[config.mk]
export PLATFORM = sky130hd
export DESIGN_NAME = if_prefetch_queue
export DESIGN_NICKNAME = d
export VERILOG_FILES = /design/src/rtl/if_prefetch_queue.sv
export SDC_FILE = /design/constraint.sdc
export NUM_CORES = 1
export LEC_CHECK = 0
export ABC_AREA = 1
export CORE_UTILIZATION = 55
export DETAILED_ROUTE_END_ITERATION = 10
export PLACE_DENSITY_LB_ADDON = 0.05
export SETUP_SLACK_MARGIN = 0.02
export SLEW_MARGIN = 20
export SYNTH_ARGS = -nofsm -noshare
export SYNTH_HDL_FRONTEND = slang
export SYNTH_SLANG_ARGS = --single-unit
[constraint.sdc]
create_clock -name clk -period 5.29 [get_ports clk]
set_input_delay 1.587 -clock clk [delete_from_list [all_inputs] [get_ports clk]]
set_output_delay 1.587 -clock clk [all_outputs]
set_load 0.02 [all_outputs]
[src/rtl/if_prefetch_queue.sv]
// if_prefetch_queue: instruction prefetch queue between instruction memory
// and the IF/ID register. It issues sequential word fetches ahead of decode
// and buffers returned words with their PCs in a DEPTH-entry FIFO. It also
// drops stale in-flight responses after a redirect.
//
// Ports:
//   clk, reset_n            clock; synchronous active-low reset
//   mem_req_valid/ready     fetch request handshake; mem_req_addr = fetch PC
//   mem_rsp_valid/data      in-order responses, no backpressure
//   flush, flush_pc         redirect from EX; flush_pc[1:0] ignored
//   out_valid/ready         head-of-queue handshake toward decode
//   out_pc, out_instr       head entry fields
//   occupancy               FIFO entry count
//   perf_*_cnt              saturating event counters, only present when
//                           IF_PREFETCH_PERF_EN is defined
//
// Configuration macro: IF_PREFETCH_PERF_EN adds the performance counters.
module if_prefetch_queue #(
  parameter int unsigned DEPTH           = 4,
  parameter int unsigned MAX_OUTSTANDING = 2,
  parameter logic [31:0] RESET_PC        = 32'h0000_0000
) (
  input  logic                     clk,
  input  logic                     reset_n,
  output logic                     mem_req_valid,
  input  logic                     mem_req_ready,
  output logic [31:0]              mem_req_addr,
  input  logic                     mem_rsp_valid,
  input  logic [31:0]              mem_rsp_data,
  input  logic                     flush,
  input  logic [31:0]              flush_pc,
  output logic                     out_valid,
  input  logic                     out_ready,
  output logic [31:0]              out_pc,
  output logic [31:0]              out_instr,
  output logic [$clog2(DEPTH):0]   occupancy
`ifdef IF_PREFETCH_PERF_EN
  ,
  output logic [31:0]              perf_flush_cnt,
  output logic [31:0]              perf_drop_cnt,
  output logic [31:0]              perf_starve_cnt
`endif
);

  localparam int unsigned PTR_W = $clog2(DEPTH);
  localparam int unsigned OCC_W = PTR_W + 1;
  localparam int unsigned CNT_W = $clog2(MAX_OUTSTANDING + 1);
  localparam int unsigned SUM_W = OCC_W + CNT_W + 1;

  logic [31:0]      fetch_pc_q, fetch_pc_d;
  logic [31:0]      rsp_pc_q, rsp_pc_d;
  logic [PTR_W-1:0] rd_ptr_q, rd_ptr_d;
  logic [PTR_W-1:0] wr_ptr_q, wr_ptr_d;
  logic [OCC_W-1:0] count_q, count_d;
  logic [CNT_W-1:0] live_q, live_d;
  logic [CNT_W-1:0] drop_q, drop_d;
  logic [31:0]      pc_mem_q [DEPTH];
  logic [31:0]      pc_mem_d [DEPTH];
  logic [31:0]      instr_mem_q [DEPTH];
  logic [31:0]      instr_mem_d [DEPTH];
  logic             post_rst_q, post_rst_d;

  logic [SUM_W-1:0] slot_sum;
  logic [SUM_W-1:0] credit_sum;
  logic             req_acc;
  logic             rsp_drop;
  logic             rsp_live;
  logic             pop;
  logic [31:0]      flush_pc_aligned;
  logic             unused_flush_lsb;

  // Slots are reserved at issue, so a live response always finds room.
  assign slot_sum   = SUM_W'(count_q) + SUM_W'(live_q);
  assign credit_sum = SUM_W'(live_q) + SUM_W'(drop_q);

  assign mem_req_valid = reset_n && !flush &&
                         (slot_sum < SUM_W'(DEPTH)) &&
                         (credit_sum < SUM_W'(MAX_OUTSTANDING));
  assign mem_req_addr  = fetch_pc_q;
  assign req_acc       = mem_req_valid && mem_req_ready;

  // Stale responses are consumed first; responses with no credit are ignored.
  assign rsp_drop = mem_rsp_valid && (drop_q != '0);
  assign rsp_live = mem_rsp_valid && (drop_q == '0) && (live_q != '0);

  assign out_valid = (count_q != '0);
  assign out_pc    = pc_mem_q[rd_ptr_q];
  assign out_instr = instr_mem_q[rd_ptr_q];
  assign occupancy = count_q;
  assign pop       = out_valid && out_ready;

  assign flush_pc_aligned = {flush_pc[31:2], 2'b00};
  assign unused_flush_lsb = ^flush_pc[1:0];

  // Next-state: fetch/response PCs, FIFO pointers and storage, credit counters.
  always_comb begin
    fetch_pc_d  = fetch_pc_q;
    rsp_pc_d    = rsp_pc_q;
    rd_ptr_d    = rd_ptr_q;
    wr_ptr_d    = wr_ptr_q;
    count_d     = count_q;
    live_d      = live_q;
    drop_d      = drop_q;
    pc_mem_d    = pc_mem_q;
    instr_mem_d = instr_mem_q;
    post_rst_d  = 1'b0;

    if (req_acc) begin
      fetch_pc_d = fetch_pc_q + 32'd4;
    end

    if (rsp_live) begin
      pc_mem_d[wr_ptr_q]    = rsp_pc_q;
      instr_mem_d[wr_ptr_q] = mem_rsp_data;
      wr_ptr_d              = wr_ptr_q + PTR_W'(1);
      rsp_pc_d              = rsp_pc_q + 32'd4;
    end

    if (pop) begin
      rd_ptr_d = rd_ptr_q + PTR_W'(1);
    end

    count_d = count_q + OCC_W'(rsp_live) - OCC_W'(pop);
    live_d  = live_q + CNT_W'(req_acc) - CNT_W'(rsp_live);
    drop_d  = drop_q - CNT_W'(rsp_drop);

    // Redirect: every request still in flight becomes a response to drop.
    if (flush) begin
      rd_ptr_d   = '0;
      wr_ptr_d   = '0;
      count_d    = '0;
      fetch_pc_d = flush_pc_aligned;
      rsp_pc_d   = flush_pc_aligned;
      live_d     = '0;
      drop_d     = drop_q + live_q + CNT_W'(req_acc) - CNT_W'(rsp_drop | rsp_live);
    end
  end

  always_ff @(posedge clk) begin
    if (!reset_n) begin
      fetch_pc_q  <= RESET_PC;
      rsp_pc_q    <= RESET_PC;
      rd_ptr_q    <= '0;
      wr_ptr_q    <= '0;
      count_q     <= '0;
      live_q      <= '0;
      drop_q      <= '0;
      pc_mem_q    <= '{default: '0};
      instr_mem_q <= '{default: '0};
      post_rst_q  <= 1'b1;
    end else begin
      fetch_pc_q  <= fetch_pc_d;
      rsp_pc_q    <= rsp_pc_d;
      rd_ptr_q    <= rd_ptr_d;
      wr_ptr_q    <= wr_ptr_d;
      count_q     <= count_d;
      live_q      <= live_d;
      drop_q      <= drop_d;
      pc_mem_q    <= pc_mem_d;
      instr_mem_q <= instr_mem_d;
      post_rst_q  <= post_rst_d;
    end
  end

  // Responses in the first cycle after reset may belong to pre-reset requests.
  always_ff @(posedge clk) begin
    if (reset_n && !post_rst_q) begin
      assert (!(mem_rsp_valid && (live_q == '0) && (drop_q == '0)))
        else $error("if_prefetch_queue: response with no request outstanding");
    end
  end

`ifdef IF_PREFETCH_PERF_EN
  logic [31:0] perf_flush_q, perf_flush_d;
  logic [31:0] perf_drop_q, perf_drop_d;
  logic [31:0] perf_starve_q, perf_starve_d;

  // Saturating event counters; a live response hit by a flush counts as dropped.
  always_comb begin
    perf_flush_d  = perf_flush_q;
    perf_drop_d   = perf_drop_q;
    perf_starve_d = perf_starve_q;
    if (flush && (perf_flush_q != '1)) begin
      perf_flush_d = perf_flush_q + 32'd1;
    end
    if ((rsp_drop || (flush && rsp_live)) && (perf_drop_q != '1)) begin
      perf_drop_d = perf_drop_q + 32'd1;
    end
    if (out_ready && !out_valid && (perf_starve_q != '1)) begin
      perf_starve_d = perf_starve_q + 32'd1;
    end
  end

  always_ff @(posedge clk) begin
    if (!reset_n) begin
      perf_flush_q  <= '0;
      perf_drop_q   <= '0;
      perf_starve_q <= '0;
    end else begin
      perf_flush_q  <= perf_flush_d;
      perf_drop_q   <= perf_drop_d;
      perf_starve_q <= perf_starve_d;
    end
  end

  assign perf_flush_cnt  = perf_flush_q;
  assign perf_drop_cnt   = perf_drop_q;
  assign perf_starve_cnt = perf_starve_q;
`endif

endmodule

==> impl_metrics.yaml, run 1 <==
finish:
  nets: 2268
  ff_latch_area_um2: 6391
  drive_above_1_share: 0.04717
  insertedDiodeCount: 0
  fin_cells: 2540
  multi_input_area_um2: 7078
  nFillCells: 2288
  synthToLayoutAreaGrowth_pct: 19.41
clock_network:
  numCtsBuffers: 35
  clk_latency_ns: 0.51
  clock-sinks: 319
  cts-root-buf: "clkbuf_16"
  cts_setup_buffers: 0
  ctsResizeCount: 0
  htreeDepth: 2
  cts_hold_buf: 0
  tritoncts: "built"
  clkTransAtPathRegs_ns: 0.06
  clockBufferDepth: 3
logic_synthesis:
  yosysTopAreaCell: "dfxtp_1"
  ys_seq_elements: 319
  syn_inst: 2091
  syn_avg_cell_area_um2: 6.949
  ys_warn_count: 0
  netlist_area_um2: 14530
  ys_seq_area_frac: 0.4395
  synth.distinct_cells: 36
  synth_top_area_share: 0.4395
  synth.area.top_cells: "dfxtp_1, o21ai_0, nor2_1"
route:
  finalWirelength_um: 41100
  post_drt_wl_per_cell_um: 16.18
  drt_iter0_drc: 1331
  drt_first_pass_iters: 5
  postRouteAntennaNets: 0
  vias: 14210
  viasPerCell: 5.593
  drc: 0
outcome:
  outcome: "finished clean"
global_routing:
  grt_pass1_wl_um: 65050
  grt_max_degree: 149
  track_usage: 0.2985
  antenna_found_initial: 0
  grt-ovfl-total: 0
  grt_pass1_vias: 12840
critical_path:
  cp.required_ns: 3.70
  worstPathArrival_ns: 3.11
  crit_path_start_kind: "register"
  path_class: "reg -> out"
  end_kind: "output port"
  critPathMaxFanout: 52
sta:
  hold_violations: 0
  clock_skew_ns: 0.01589
  max_freq_mhz: 212.8
  drv_slew: 0
  setup_tns_ns: 0
  finalCriticalPeriod_ns: 4.699
  slew-limit-headroom: 0.3498
  holdWs_ns: 0.4762
  rsz0062_at_grt: "no"
  finalCritPeriodShare: 0.8883
  worst_pin_slew_ns: 0.9753
  setup_slack_ns: 0.5907
  setup_viol: 0
power_and_ir_drop:
  switching_share: 0.2495
  power.leakage_nw: 6.604
  pwr-share-clk: 0.439
  pwr-share-comb: 0.108
  ir_drop_uv: 281.5
  p_seq_frac: 0.453
  intPower_mw: 4.183
  p_per_area_nw_per_um2: 321.2
  power_switching_mw: 1.390
floorplan:
  start_util: 0.5592
  core_area_um2: 25980
  rows: 59
  ios: 171
  die_area_um2: 27070
  die_x_um: 164.5
  die_h_um: 164.5
flow_run:
  cap_violations: 0
placement:
  dp_cells: 2479
  place.gp.congestion: 0.9321
  numPortBuffers: 164
  dp_slack_ns: 0.6914
  post-dp-hpwl_um: 25220
min_path:
  hp-class: "reg -> reg"
[cells in the mapped netlist]
| cell | count |
|---|---|
| clkbuf_1 | 85 |
| o21bai_1 | 3 |
| nand3_1 | 62 |
| a31oi_1 | 14 |
| buf_2 | 44 |
| nor2_2 | 3 |
| nand2_4 | 2 |
| clkinv_2 | 1 |
| o31ai_1 | 1 |
| or3_1 | 1 |
| conb_1 | 1 |
| inv_2 | 7 |
| or2_2 | 1 |
| buf_1 | 3 |
| nand4_1 | 7 |
| o21ai_1 | 13 |
| nor3_1 | 11 |
| o22ai_1 | 63 |
| clkinv_1 | 2 |
| o211ai_1 | 2 |
| a21oi_1 | 158 |
| dfxtp_1 | 319 |
| xnor2_1 | 6 |
| nor2_4 | 3 |
| fa_1 | 3 |
| buf_4 | 6 |
| ha_1 | 14 |
| xor2_1 | 15 |
| buf_6 | 1 |
| nor3_2 | 1 |
| inv_1 | 115 |
| o21ai_0 | 414 |
| nand2_2 | 4 |
| nand2_1 | 227 |
| nand3b_1 | 2 |
| nor2_1 | 477 |
[cell type report]
type / instances / area share
inverters: 125 / 0.02719
multi-input cells: 1511 / 0.4079
repair buffers: 189 / 0.1069
clock buffers: 47 / 0.05538
clock inverters: 14 / 0.01002
flip-flops and latches: 319 / 0.3684
well taps: 335 / 0.02416
[cells in the final DEF, fill, tap and decap left out, types with 15 or more instances in the layout]
cell type	instances
clkbuf_16	35
clkdlybuf4s50_1	163
buf_4	23
xor2_1	15
inv_1	115
nand3_1	62
dfxtp_1	317
a21oi_1	158
o22ai_1	63
nand2_1	227
nor2_1	477
o21ai_0	414
[final timing paths]
path / from / to / slack (ns) / cells past startpoint
setup / recovery: rd_ptr_q[0] / out_instr[12] / 0.59 / 5
hold / removal: pc_mem_q[76] / pc_mem_q[76] / 0.48 / 2
setup reg to reg: live_q[0] / drop_q[1] / 2.61 / 12
hold reg to reg: pc_mem_q[76] / pc_mem_q[76] / 0.48 / 2
[flip-flops by register name (all words and copies together), names as in the netlist]
name,cells
live_q,2
mem_req_addr,30
drop_q,2
rd_ptr_q,2
wr_ptr_q,2
instr_mem_q,128
pc_mem_q,120
occupancy,3
rsp_pc_q,30
[kinds of logic after synthesis]
kind of cell / after synthesis / share of synthesized area
AO/OA/AOI/OAI: 668 / 0.2378
XOR/XNOR: 21 / 0.01266
adder cells (fa/ha/maj): 17 / 0.01619
buffers and inverters: 264 / 0.07414
flip-flops: 319 / 0.4395
other: 1 / 0.0002581
AND/OR/NAND/NOR: 801 / 0.2195
[metal layers]
layer	vias up	GRT usage	wire length, um	part of all wire
met5	-	0	0	0
met1	6563	0.4252	19010	0.46
met4	0	0.07048	625	0.015
met2	476	0.4784	18870	0.46
li1	7114	-	-	-
met3	53	0.03817	2597	0.063
[power groups by stage]
| stage | combinational [mW] | sequential, mW | clock, mW |
|---|---|---|---|
| 5_1_grt | 0.662 | 2.53 | 2.56 |
| 3_5_place_dp | 0.596 | 2.58 | 0 |
| 6_report | 0.601 | 2.53 | 2.45 |
| 3_3_place_gp | 0.584 | 2.58 | 0 |
| 4_1_cts | 0.599 | 2.52 | 2.47 |
| 2_1_floorplan | 0.346 | 2.58 | 0 |
[worst max-delay path: stages, from the launching register on]
cell and delay (ns):
dfxtp_4 0.55, clkinv_2 0.66, buf_4 0.49, o21ai_0 0.22, o22ai_1 0.12, clkdlybuf4s50_1 0.55
[metrics by stage]
step / util / cell area [um2] / total power, mW
2_1_floorplan: - / 14540 / 2.925
3_3_place_gp: 0.6239 / 16210 / 3.160
3_5_place_dp: 0.6239 / 16210 / 3.172
4_1_cts: 0.6676 / 17350 / 5.596
5_1_grt: 0.6677 / 17350 / 5.760
6_report: 0.6677 / 17350 / 5.574
No activity file was read; power rests on OpenSTA's default activity.
==> run 2: changes to the inputs <==
Settings changed: HOLD_SLACK_MARGIN from default to 0.02.
==> results of run 2 <==
No change in the layout: final DEF, timing and power equal those of run 1.
